### src/rtl/dual_issue_if_id_buffer.sv
// Dual-way IF/ID issue buffer for a 2-wide in-order pipeline.
// Holds one instruction slot per way and an age bit. Each cycle it issues
// in program order, refills freed slots from fetch, and reports to fetch
// how many instructions were consumed.
//
// Ports:
//   clk, reset                  clock, synchronous active-high reset
//   IF_valid, IF_pc,
//   IF_inst_0, IF_inst_1        fetch pair (inst_1 sits at IF_pc + PC_STEP)
//   hazard_detected_0/1         per-way issue block from the hazard unit
//   Flush_0, Flush_1            either one empties both ways
//   PCWrite                     0 blocks all refill
//   ID_inst_0/1, ID_pc_0/1,
//   ID_valid_0/1                slot contents presented to ID
//   issue_0/1                   way moves to ID/EX this cycle (comb)
//   Way_0_oldest_ID             1 = way 0 holds the older instruction
//   Way_0_busy                  way 0 was held last cycle and is still occupied
//   fetch_adv                   instructions taken from fetch this cycle (comb)
module dual_issue_if_id_buffer #(
  parameter logic [31:0] NOP_INST = 32'h0000_0000,
  parameter logic [31:0] PC_STEP  = 32'd4
) (
  input  logic        clk,
  input  logic        reset,
  input  logic        IF_valid,
  input  logic [31:0] IF_pc,
  input  logic [31:0] IF_inst_0,
  input  logic [31:0] IF_inst_1,
  input  logic        hazard_detected_0,
  input  logic        hazard_detected_1,
  input  logic        Flush_0,
  input  logic        Flush_1,
  input  logic        PCWrite,
  output logic [31:0] ID_inst_0,
  output logic [31:0] ID_inst_1,
  output logic [31:0] ID_pc_0,
  output logic [31:0] ID_pc_1,
  output logic        ID_valid_0,
  output logic        ID_valid_1,
  output logic        issue_0,
  output logic        issue_1,
  output logic        Way_0_oldest_ID,
  output logic        Way_0_busy,
  output logic [1:0]  fetch_adv
);

  logic [31:0] inst0_q, inst0_d, inst1_q, inst1_d;
  logic [31:0] pc0_q, pc0_d, pc1_q, pc1_d;
  logic        valid0_q, valid0_d, valid1_q, valid1_d;
  logic        oldest_q, oldest_d;
  logic        busy_q, busy_d;

  logic        flush;
  logic        iss0, iss1;
  logic        free0, free1;
  logic        refill_ok;
  logic [1:0]  adv;

  always_comb begin
    flush = Flush_0 | Flush_1;

    // The younger way may only issue alongside (or without) the older one.
    if (oldest_q) begin
      iss0 = valid0_q & ~hazard_detected_0;
      iss1 = valid1_q & ~hazard_detected_1 & (iss0 | ~valid0_q);
    end else begin
      iss1 = valid1_q & ~hazard_detected_1;
      iss0 = valid0_q & ~hazard_detected_0 & (iss1 | ~valid1_q);
    end
    if (reset || flush) begin
      iss0 = 1'b0;
      iss1 = 1'b0;
    end

    free0     = ~valid0_q | iss0;
    free1     = ~valid1_q | iss1;
    refill_ok = IF_valid & PCWrite & ~flush & ~reset;

    // Baseline: issuing slots drain, held slots keep their contents.
    valid0_d = valid0_q & ~iss0;
    valid1_d = valid1_q & ~iss1;
    inst0_d  = iss0 ? NOP_INST : inst0_q;
    inst1_d  = iss1 ? NOP_INST : inst1_q;
    pc0_d    = iss0 ? '0 : pc0_q;
    pc1_d    = iss1 ? '0 : pc1_q;
    if (valid0_d && !valid1_d)      oldest_d = 1'b1;
    else if (!valid0_d && valid1_d) oldest_d = 1'b0;
    else                            oldest_d = oldest_q;
    adv = 2'd0;

    if (refill_ok) begin
      if (free0 && free1) begin
        inst0_d  = IF_inst_0;
        pc0_d    = IF_pc;
        valid0_d = 1'b1;
        inst1_d  = IF_inst_1;
        pc1_d    = IF_pc + PC_STEP;
        valid1_d = 1'b1;
        oldest_d = 1'b1;
        adv      = 2'd2;
      end else if (free0) begin
        // Way 1 is held and therefore older than the new arrival.
        inst0_d  = IF_inst_0;
        pc0_d    = IF_pc;
        valid0_d = 1'b1;
        oldest_d = 1'b0;
        adv      = 2'd1;
      end else if (free1) begin
        inst1_d  = IF_inst_0;
        pc1_d    = IF_pc;
        valid1_d = 1'b1;
        oldest_d = 1'b1;
        adv      = 2'd1;
      end
    end

    busy_d = valid0_q & ~iss0 & ~flush;
  end

  always_ff @(posedge clk) begin
    if (reset || flush) begin
      inst0_q  <= NOP_INST;
      inst1_q  <= NOP_INST;
      pc0_q    <= '0;
      pc1_q    <= '0;
      valid0_q <= 1'b0;
      valid1_q <= 1'b0;
      oldest_q <= 1'b1;
      busy_q   <= 1'b0;
    end else begin
      inst0_q  <= inst0_d;
      inst1_q  <= inst1_d;
      pc0_q    <= pc0_d;
      pc1_q    <= pc1_d;
      valid0_q <= valid0_d;
      valid1_q <= valid1_d;
      oldest_q <= oldest_d;
      busy_q   <= busy_d;
    end
  end

  assign ID_inst_0       = inst0_q;
  assign ID_inst_1       = inst1_q;
  assign ID_pc_0         = pc0_q;
  assign ID_pc_1         = pc1_q;
  assign ID_valid_0      = valid0_q;
  assign ID_valid_1      = valid1_q;
  assign issue_0         = iss0;
  assign issue_1         = iss1;
  assign Way_0_oldest_ID = oldest_q;
  assign Way_0_busy      = busy_q;
  assign fetch_adv       = adv;

endmodule

### config.mk
export PLATFORM = sky130hd
export DESIGN_NAME = dual_issue_if_id_buffer
export DESIGN_NICKNAME = d
export VERILOG_FILES = /design/src/rtl/dual_issue_if_id_buffer.sv
export SDC_FILE = /design/constraint.sdc
export NUM_CORES = 1
export LEC_CHECK = 0
export CORE_UTILIZATION = 30
export DETAILED_ROUTE_END_ITERATION = 10
export PLACE_DENSITY = 0.64
export SETUP_SLACK_MARGIN = 0.1
export SKIP_LAST_GASP = 1
export SYNTH_ARGS = -nofsm -noshare
export SYNTH_HDL_FRONTEND = slang
export SYNTH_SLANG_ARGS = --single-unit
### constraint.sdc
create_clock -name clk -period 4.7 [get_ports clk]
set_input_delay 0.94 -clock clk [delete_from_list [all_inputs] [get_ports clk]]
set_output_delay 0.94 -clock clk [all_outputs]
set_load 0.02 [all_outputs]
## Word level (Yosys, flattened, before mapping)

Index checks and enable logic that the tools add are counted.

| cells by class | value |
|---|---|
| reduce and logical (&&, ||, !) cells | 6 |
| multiply operators | 0 |
| div/mod/pow operators | 0 |
| shift-type cells | 0 |
| $lt $le $gt $ge | 0 |
| mux-type cells | 39 |
| eq/ne operators | 0 |
| add/sub/neg operators | 1 |
| bitwise logic cells | 23 |

Operators with widths:

| operator | number |
|---|---|
| two-way mux 32 bit | 18 |
| adder 32 x 3 -> 32 bit (second input constant) | 1 |
| two-way mux 1 bit | 19 |
| AND 1 bit | 10 |
| inverter 1 bit | 8 |
| bitwise OR 1 bit | 5 |
| two-way mux 2 bit | 2 |
| logical AND 1 bit | 3 |
| zero test 1 bit | 2 |
| logical OR 1 bit | 1 |

| storage, ports and cells | value |
|---|---|
| flip-flop bits (word level) | 132 |
| bits of input ports | 104 |
| output and inout port bits | 136 |
| ROM bits | 0 |
| memories kept | 0 |
| memory bits (writable) | 0 |
| bits in latches | 0 |

## Depth between registers and ports, before layout

Gate-level depths: netlist of run 1.

| logic depth | value |
|---|---|
| word-level depth | 16 |
| gate-level depth with buffers | 13 |

## Worst setup path after synthesis of run 1

No wires, ideal clock.

| timing | value |
|---|---|
| path kind | input -> output |
| from | input Flush_1 |
| to | output fetch_adv[1] |
| path slack | 400 ps |
| arrival | 3360 ps |
| data required time | 3760 ps |
| path buffers | 5 |
| cell stages on the path | 11 |
| cells stage by stage | nor3_1 > clkbuf_1 > nand3_2 > clkbuf_1 > nand2_1 > ha_1 > clkbuf_1 > nand3_1 > inv_1 > clkbuf_1 > clkbuf_1 |

| on the way | value |
|---|---|
| word-level cells in the longest chain between the ends | 7 |
| elaborated cells between the ends (all ways) | 12 |

Ends and longest elaborated chain:

| what | RTL line | text |
|---|---|---|
| start, declared | 32 | `input logic Flush_1,` |
| bitwise OR 1 bit * | 60 | `flush = Flush_0 \| Flush_1;` |
| logical OR 1 bit | 70 | `if (reset \|\| flush) begin` |
| two-way mux 1 bit | 70 |  |
| bitwise OR 1 bit, on equally long branches | 75, 76 |  |
| logical AND 1 bit | 92 | `if (free0 && free1) begin` |
| two-way mux 2 bit | 92 |  |
| two-way mux 2 bit * | 91 | `if (refill_ok) begin` |
| end, declared | 44 | `output logic [1:0] fetch_adv` |

Mark *: on every way between the ends. The rest lies on a longest branch, timed or not.

## Final worst setup path of run 1

Same ends and word-level chain as after synthesis.

==> results of run 1 <==
cell usage in the layout (no fill, tap or decap), types with 8 or more instances in the layout:
| master | synthesis | layout |
|---|---|---|
| sky130_fd_sc_hd__dfxtp_1 | 132 | 132 |
| sky130_fd_sc_hd__nor2b_1 | 19 | 19 |
| sky130_fd_sc_hd__xnor2_1 | 9 | 9 |
| sky130_fd_sc_hd__buf_4 | 2 | 21 |
| sky130_fd_sc_hd__nand4_1 | 8 | 8 |
| sky130_fd_sc_hd__clkdlybuf4s50_1 | 0 | 239 |
| sky130_fd_sc_hd__and3_1 | 13 | 13 |
| sky130_fd_sc_hd__nand2_1 | 106 | 104 |
| sky130_fd_sc_hd__a211oi_1 | 8 | 8 |
| sky130_fd_sc_hd__clkbuf_16 | 0 | 17 |
| sky130_fd_sc_hd__o21ai_0 | 14 | 13 |
| sky130_fd_sc_hd__a31oi_1 | 16 | 16 |
| sky130_fd_sc_hd__nor3_1 | 31 | 30 |
| sky130_fd_sc_hd__a221o_1 | 19 | 19 |
| sky130_fd_sc_hd__a22oi_1 | 8 | 8 |
| sky130_fd_sc_hd__a21oi_1 | 109 | 109 |
| sky130_fd_sc_hd__nand3_1 | 78 | 78 |
| sky130_fd_sc_hd__nor2_1 | 26 | 26 |
layer usage:
| metal | wire (um) | up-vias | share of wire | GRT usage |
|---|---|---|---|---|
| li1 | - | 3232 | - | - |
| met5 | 0 | - | 0 | 0 |
| met4 | 418 | 0 | 0.018 | 0.0708 |
| met1 | 10200 | 3174 | 0.43 | 0.286 |
| met3 | 2030 | 28 | 0.085 | 0.0659 |
| met2 | 11100 | 271 | 0.47 | 0.365 |
kinds of logic (layout without fill, tap and decap cells):
family | count (synthesis) | after routing | synth area share
buffers and inverters | 77 | 298 | 0.0582
adder cells (fa/ha/maj) | 2 | 2 | 0.00401
AO/OA/AOI/OAI | 218 | 218 | 0.226
AND/OR/NAND/NOR | 325 | 325 | 0.265
multiplexers | 1 | 1 | 0.00180
flip-flops | 132 | 132 | 0.424
XOR/XNOR | 15 | 15 | 0.0211
how the worst max path moves through the flow:
stage	cells past startpoint	slack, ns	to
floorplan	11	0.40	fetch_adv[1]
global placement	8	0.46	fetch_adv[1]
detailed placement	8	0.43	fetch_adv[1]
CTS	8	0.42	fetch_adv[1]
global route	8	0.30	fetch_adv[1]
finish	8	0.46	fetch_adv[1]
power by group through the flow:
| stage | clock network, mW | registers [mW] | logic [mW] |
|---|---|---|---|
| 6_report | 1.47 | 1.13 | 0.240 |
| 5_1_grt | 1.56 | 1.13 | 0.257 |
| 4_1_cts | 1.50 | 1.13 | 0.240 |
| 3_5_place_dp | 0 | 1.15 | 0.238 |
| 3_3_place_gp | 0 | 1.15 | 0.239 |
| 2_1_floorplan | 0 | 1.16 | 0.0802 |
metrics by stage:
step                setup slack (ns)  hold slack, ns  area, sq um
finish                         0.457           0.464         9470
global route                   0.302           0.486         9470
global placement               0.459           0.451         8820
floorplan                      0.400           0.538         6240
CTS                            0.425           0.467         9470
detailed placement             0.431           0.457         8820
flip-flops by register name (all words and copies together), names as in the netlist:
| signal | count |
|---|---|
| Way_0_busy | 1 |
| ID_inst_0 | 32 |
| ID_inst_1 | 32 |
| ID_pc_1 | 32 |
| Way_0_oldest_ID | 1 |
| ID_pc_0 | 32 |
| ID_valid_1 | 1 |
| ID_valid_0 | 1 |
worst max-delay path, cell delays in order:
cell                              delay [ns]
sky130_fd_sc_hd__clkdlybuf4s50_1        0.43
sky130_fd_sc_hd__or3_4                  0.40
sky130_fd_sc_hd__nor3_1                 0.28
sky130_fd_sc_hd__nand2b_1               0.18
sky130_fd_sc_hd__ha_2                   0.22
sky130_fd_sc_hd__nand3_1                0.12
sky130_fd_sc_hd__inv_2                  0.12
sky130_fd_sc_hd__clkdlybuf4s50_1        0.61
cell type report:
cell class / count / area [sq um]
Multi-Input combinational cell: 561 / 3270
Inverter: 6 / 22.5
Tap cell: 270 / 338
Clock buffer: 19 / 443
Fill cell: 1980 / 10800
Timing Repair Buffer: 260 / 2550
Clock inverter: 13 / 206
Sequential cell: 132 / 2640
==> implementation parameters, run 1 <==
Parameter                              Value

Floorplan
  Initial Utilization    0.307
  Chip width    around 150 um
  Rows    52
  Floorplan die height    146 um
  Boundary pin count    240
  Core Area    about 0.020 sq mm
  Total die area    between 0.02 and 0.025 sq mm

STA
  Setup Viol. Count Final    0
  Layout Skew    approximately 0.0088 ns
  Setup repair after global routing missed its margin    false
  Maximum frequency from static timing analysis    0.236 GHz
  Post-layout minimum cycle time    4.24 ns
  Fin. max-slew vios    0
  Total negative slack for setup checks    0 ns
  Slew at the pin closest to its max-slew limit    0.963 ns
  Final hold vios    0
  Slew HR    0.356
  Share of the cycle needed by the critical path after routing    0.903

Logic synthesis
  Post-synthesis cell count    770
  Top-area cell type share of the netlist area    0.424
  Net count after synthesis    876
  Post-synth EDFFs    0
  Count of different cell masters after synthesis    60
  Syn. warnings    0
  Number of flip-flops and latches in the synthesized netlist    132
  Commonest cells post-synth    sky130_fd_sc_hd__dfxtp_1, sky130_fd_sc_hd__a21oi_1, sky130_fd_sc_hd__nand2_1
  Dominant cells by area after synthesis    sky130_fd_sc_hd__dfxtp_1, sky130_fd_sc_hd__a21oi_1, sky130_fd_sc_hd__nand2_1
  Post-synth top area cell    sky130_fd_sc_hd__dfxtp_1
  Share of synthesized area occupied by flip-flops and latches    0.424
  Post-synthesis cell area    0.00624 sq mm
  Avg Synthesized Cell Area    8.10 sq um
  Leading register cell type out of synthesis    sky130_fd_sc_hd__dfxtp_1
  Fraction of synthesis flops using an asynchronous set or reset pin    0
  Cell with the most instances after synthesis    sky130_fd_sc_hd__dfxtp_1

Clock network
  Post-cts sizing count    0
  Total clock buffers created by CTS    17
  Worst-Skew Late Latency    around 0.41 ns
  CTS tree    built
  Deepest clock path buffer count    2
  Number of levels the H-tree was split into    4
  Clock transition time at the flip-flop clock pins of the worst setup and hold paths    0.06 ns
  Hold-fix buffers, CTS    0
  Buffer cell driving the clock tree root    sky130_fd_sc_hd__clkbuf_16
  Clock Sinks    132
  Number of setup buffers added after CTS    0

Power
  Comb power frac    0.084
  Largest voltage drop on the vdd net    0.000247 V
  NetSw    0.643 mW
  Static power due to leakage    ~3.1 nW
  Share of power burned in the clock network    0.519
  Final Power    2.84 mW
  Switching fraction of total power    0.226
  Sequential power share    0.397
  Int Pwr    2.20 mW
  Power per unit of standard cell area    about 300 mW/mm^2

Worst setup path
  Required arrival time at the worst endpoint    3.76 ns
  Crit path DAT    3.30 ns
  Worst Reg-to-Reg Cells    9
  Start point of the critical path    Flush_1
  Path type of the worst setup path    primary input to output pin
  Worst-case register-to-register setup slack    1.46 ns
  Top fanout value on the critical path    3
  Reg2reg end    ID_inst_1[12]
  Launching element type of the critical path    primary input
  Reg2Reg Launch Point    ID_valid_1
  Critical Path Sink Type    output pin

Finish
  Share of the core filled with cells    0.466
  Area added between synthesis and finish    51.8%
  # nets final    1084
  Layout cell share with drive strength beyond 1    0.0827
  Antenna diodes    0
  Post-route non-filler standard cell count    1261

Worst hold path
  Number of cells traversed by the worst hold path    2
  Worst Hold Launch    ID_inst_0[15]
  Worst-case hold path end point    ID_inst_0[15]
  Min-delay worst type    flip-flop to flip-flop

Route
  Routed Antenna Nets    0
  Ratio of routed vias to standard cells    5.32
  Overall via count from detail_route    6705
  Initial DRC count    428
  Detailed-route wire length per cell    18.9 um
  Number of search-and-repair iterations in the first detailed-routing pass    5
  Total Wirelength    approximately 24000 um
  DRC violations left    0

Place
  Detailed placement HPWL    16300 um
  Count of port buffers added during placement    approximately 240
  Weighted congestion at the end of routability-driven global placement    0.816
  Placed cell count    between 1k and 1.5k

Status
  Run status    finished clean

Global routing
  Maximum number of pins on one net before global-route repair    73
  Vias in the first global route    6511
  Wire length of the first global-routing pass    37800 um
  Total GRT Usage    0.225
  Total congestion overflow    0
  Initial antenna violation count    0

Job
  Max-capacitance violation count    0
(Power assumes the default switching activity.)
==> run 2: changes to the inputs <==
CORE_UTILIZATION = 40   (was 30)
PLACE_DENSITY = 0.8   (was 0.64)
==> run 2 against run 1 <==
- power shrank 4.9%
- first-iteration DRC count grew 25%
- register-to-register slack gained 0.02 ns
- largest cell class unchanged
- clock-buffer cell count grew 4
- combinational power is essentially flat
- global-route usage grew 5.4 points
- critical path depth is the same
- hold slack is essentially flat
- critical path type unchanged
- maximum frequency grew 0.98%
- design area shrank 1.8%
==> implementation parameters, run 2 (same netlist as run 1, synthesis figures left out) <==
Parameter                              Value

Floorplan
  Total die area    about 0.016 sq mm
  Chip width    127 um
  Core Area    0.0152 sq mm
  Rows    45
  Floorplan die height    127 um
  Boundary pin count    240
  Initial Utilization    0.410

STA
  Post-layout minimum cycle time    4.20 ns
  Setup Viol. Count Final    0
  Share of the cycle needed by the critical path after routing    0.894
  Setup repair after global routing missed its margin    false
  Slew HR    0.308
  Fin. max-slew vios    0
  Maximum frequency from static timing analysis    0.238 GHz
  Layout Skew    0.00768 ns
  Total negative slack for setup checks    0 ns
  Crit path setup slack, layout    0.498 ns
  Final hold vios    0
  Slew at the pin closest to its max-slew limit    about 1.0 ns

Clock network
  Number of levels the H-tree was split into    4
  Clock Sinks    132
  Clock transition time at the flip-flop clock pins of the worst setup and hold paths    0.05 ns
  Hold-fix buffers, CTS    0
  Post-cts sizing count    0
  Buffer cell driving the clock tree root    sky130_fd_sc_hd__clkbuf_16
  Deepest clock path buffer count    2
  Worst-Skew Late Latency    0.42 ns
  Total clock buffers created by CTS    17
  CTS tree    built
  Number of setup buffers added after CTS    0

Worst setup path
  Crit path max-delay family    buffers and inverters
  Top fanout value on the critical path    2
  Launching element type of the critical path    primary input
  Largest stage delay on the critical path    0.64 ns
  Cell type with the highest occurrence count on the critical path    sky130_fd_sc_hd__clkdlybuf4s50_1
  Crit path buffers/inverters    3
  Required arrival time at the worst endpoint    around 3.8 ns
  Crit-path slowest cell    sky130_fd_sc_hd__clkdlybuf4s50_1
  Crit path DAT    3.26 ns
  Path type of the worst setup path    primary input to output pin
  Critical Path Sink Type    output pin
  Worst-path cell chain    clkdlybuf4s50_1 -> or3_4 -> nor3_1 -> nand2b_1 -> ha_1 -> nand3_1 -> inv_2 -> clkdlybuf4s50_1

Job
  Max-capacitance violation count    0

Global routing
  Wire length of the first global-routing pass    35300 um
  Maximum number of pins on one net before global-route repair    between 60 and 70
  Total GRT Usage    0.279
  Initial antenna violation count    0
  Total congestion overflow    0
  Vias in the first global route    6591

Finish
  # nets final    1082
  Leading cell type in the layout, fill and taps excluded    sky130_fd_sc_hd__clkdlybuf4s50_1
  Layout cell share with drive strength beyond 1    0.0769
  Area added between synthesis and finish    49.1%
  Commonest cells after routing, fill and taps aside    sky130_fd_sc_hd__clkdlybuf4s50_1, sky130_fd_sc_hd__dfxtp_1, sky130_fd_sc_hd__a21oi_1
  Number of fill cells    approximately 1.3k
  Share of the core filled with cells    0.612
  Antenna diodes    0
  Post-route cell area    0.00930 sq mm

Route
  Top routing layer in use    met4
  Met1 wire length    9460 um
  Number of search-and-repair iterations in the first detailed-routing pass    8
  Met2 WL    10400 um
  Overall via count from detail_route    6844
  DRC violations left    0
  Total Wirelength    22300 um
  Initial DRC count    between 500 and 600
  Ratio of routed vias to standard cells    5.82
  Routed Antenna Nets    0
  Met3 layer wire length in the routed design    between 2000 and 2500 um
  Detailed-route wire length per cell    19.0 um

Place
  Worst slack at placement    roughly 0.42 ns
  Weighted congestion at the end of routability-driven global placement    ~0.90
  Detailed placement HPWL    14900 um
  Count of port buffers added during placement    approximately 240
  Post-place instance area    0.00871 sq mm

Worst hold path
  Min-delay worst type    flip-flop to flip-flop

Power
  Largest voltage drop on the vdd net    0.000254 V
  Static power due to leakage    3.04 nW
  Power per unit of standard cell area    290 mW/mm^2

Status
  Run status    finished clean
run 2: cell types whose count changed in the layout (fill, tap and decap cells not counted), sizes merged:
cell,before,now
bufinv,5,2
clkbuf,19,23
clkinv,6,4
buf,21,19
run 2: power by group:
part | internal [mW] | leakage (nW) | switching, mW
Sequential | 1.12 | 1.06 | 0.00383
Combinational | 0.118 | 1.69 | 0.119
Clock | 0.846 | 0.291 | 0.491
run 2: final timing paths:
path,from,endpoint,slack [ns],cells past startpoint
worst max-delay path,Flush_1,fetch_adv[1],0.50,8
worst min-delay path,ID_inst_0[9],ID_inst_0[9],0.46,2
worst max register to register,ID_valid_1,ID_inst_1[2],1.48,9
worst min register to register,ID_inst_0[9],ID_inst_0[9],0.46,2
run 2: tightest hold or removal path, stage by stage, from the launching register on:
cell	delay (ns)
sky130_fd_sc_hd__dfxtp_1	0.30
sky130_fd_sc_hd__nand3_1	0.06
sky130_fd_sc_hd__a21oi_1	0.05
run 2: area by class of cell:
class | count | area (sq um) | area share
tap | 188 | 235 | 0.0253
sequential | 132 | 2640 | 0.284
clock inverter | 8 | 98.8 | 0.0106
inverter | 6 | 22.5 | 0.00242
multi-input combinational | 561 | 3260 | 0.350
timing repair buffer | 258 | 2550 | 0.274
clock buffer | 23 | 498 | 0.0535
run 2: metal layers:
layer	track usage	vias to the layer above
met5	0	-
met4	0.0938	0
met3	0.0780	33
met2	0.466	353
li1	-	3225
met1	0.345	3233
run 2: stage by stage:
step	instances	hold WS [ns]	total power, mW
after detailed placement	1145	0.458	1.39
after CTS	1176	0.466	2.72
after floorplan	770	0.538	1.24
after global routing	1176	0.481	2.79
after global placement	1145	0.447	1.39
final	1176	0.463	2.70
==> run 3: changes to the inputs <==
TNS_END_PERCENT = 100   (was default)
==> results of run 3 <==
No change in the layout: final DEF, timing and power equal those of run 2.
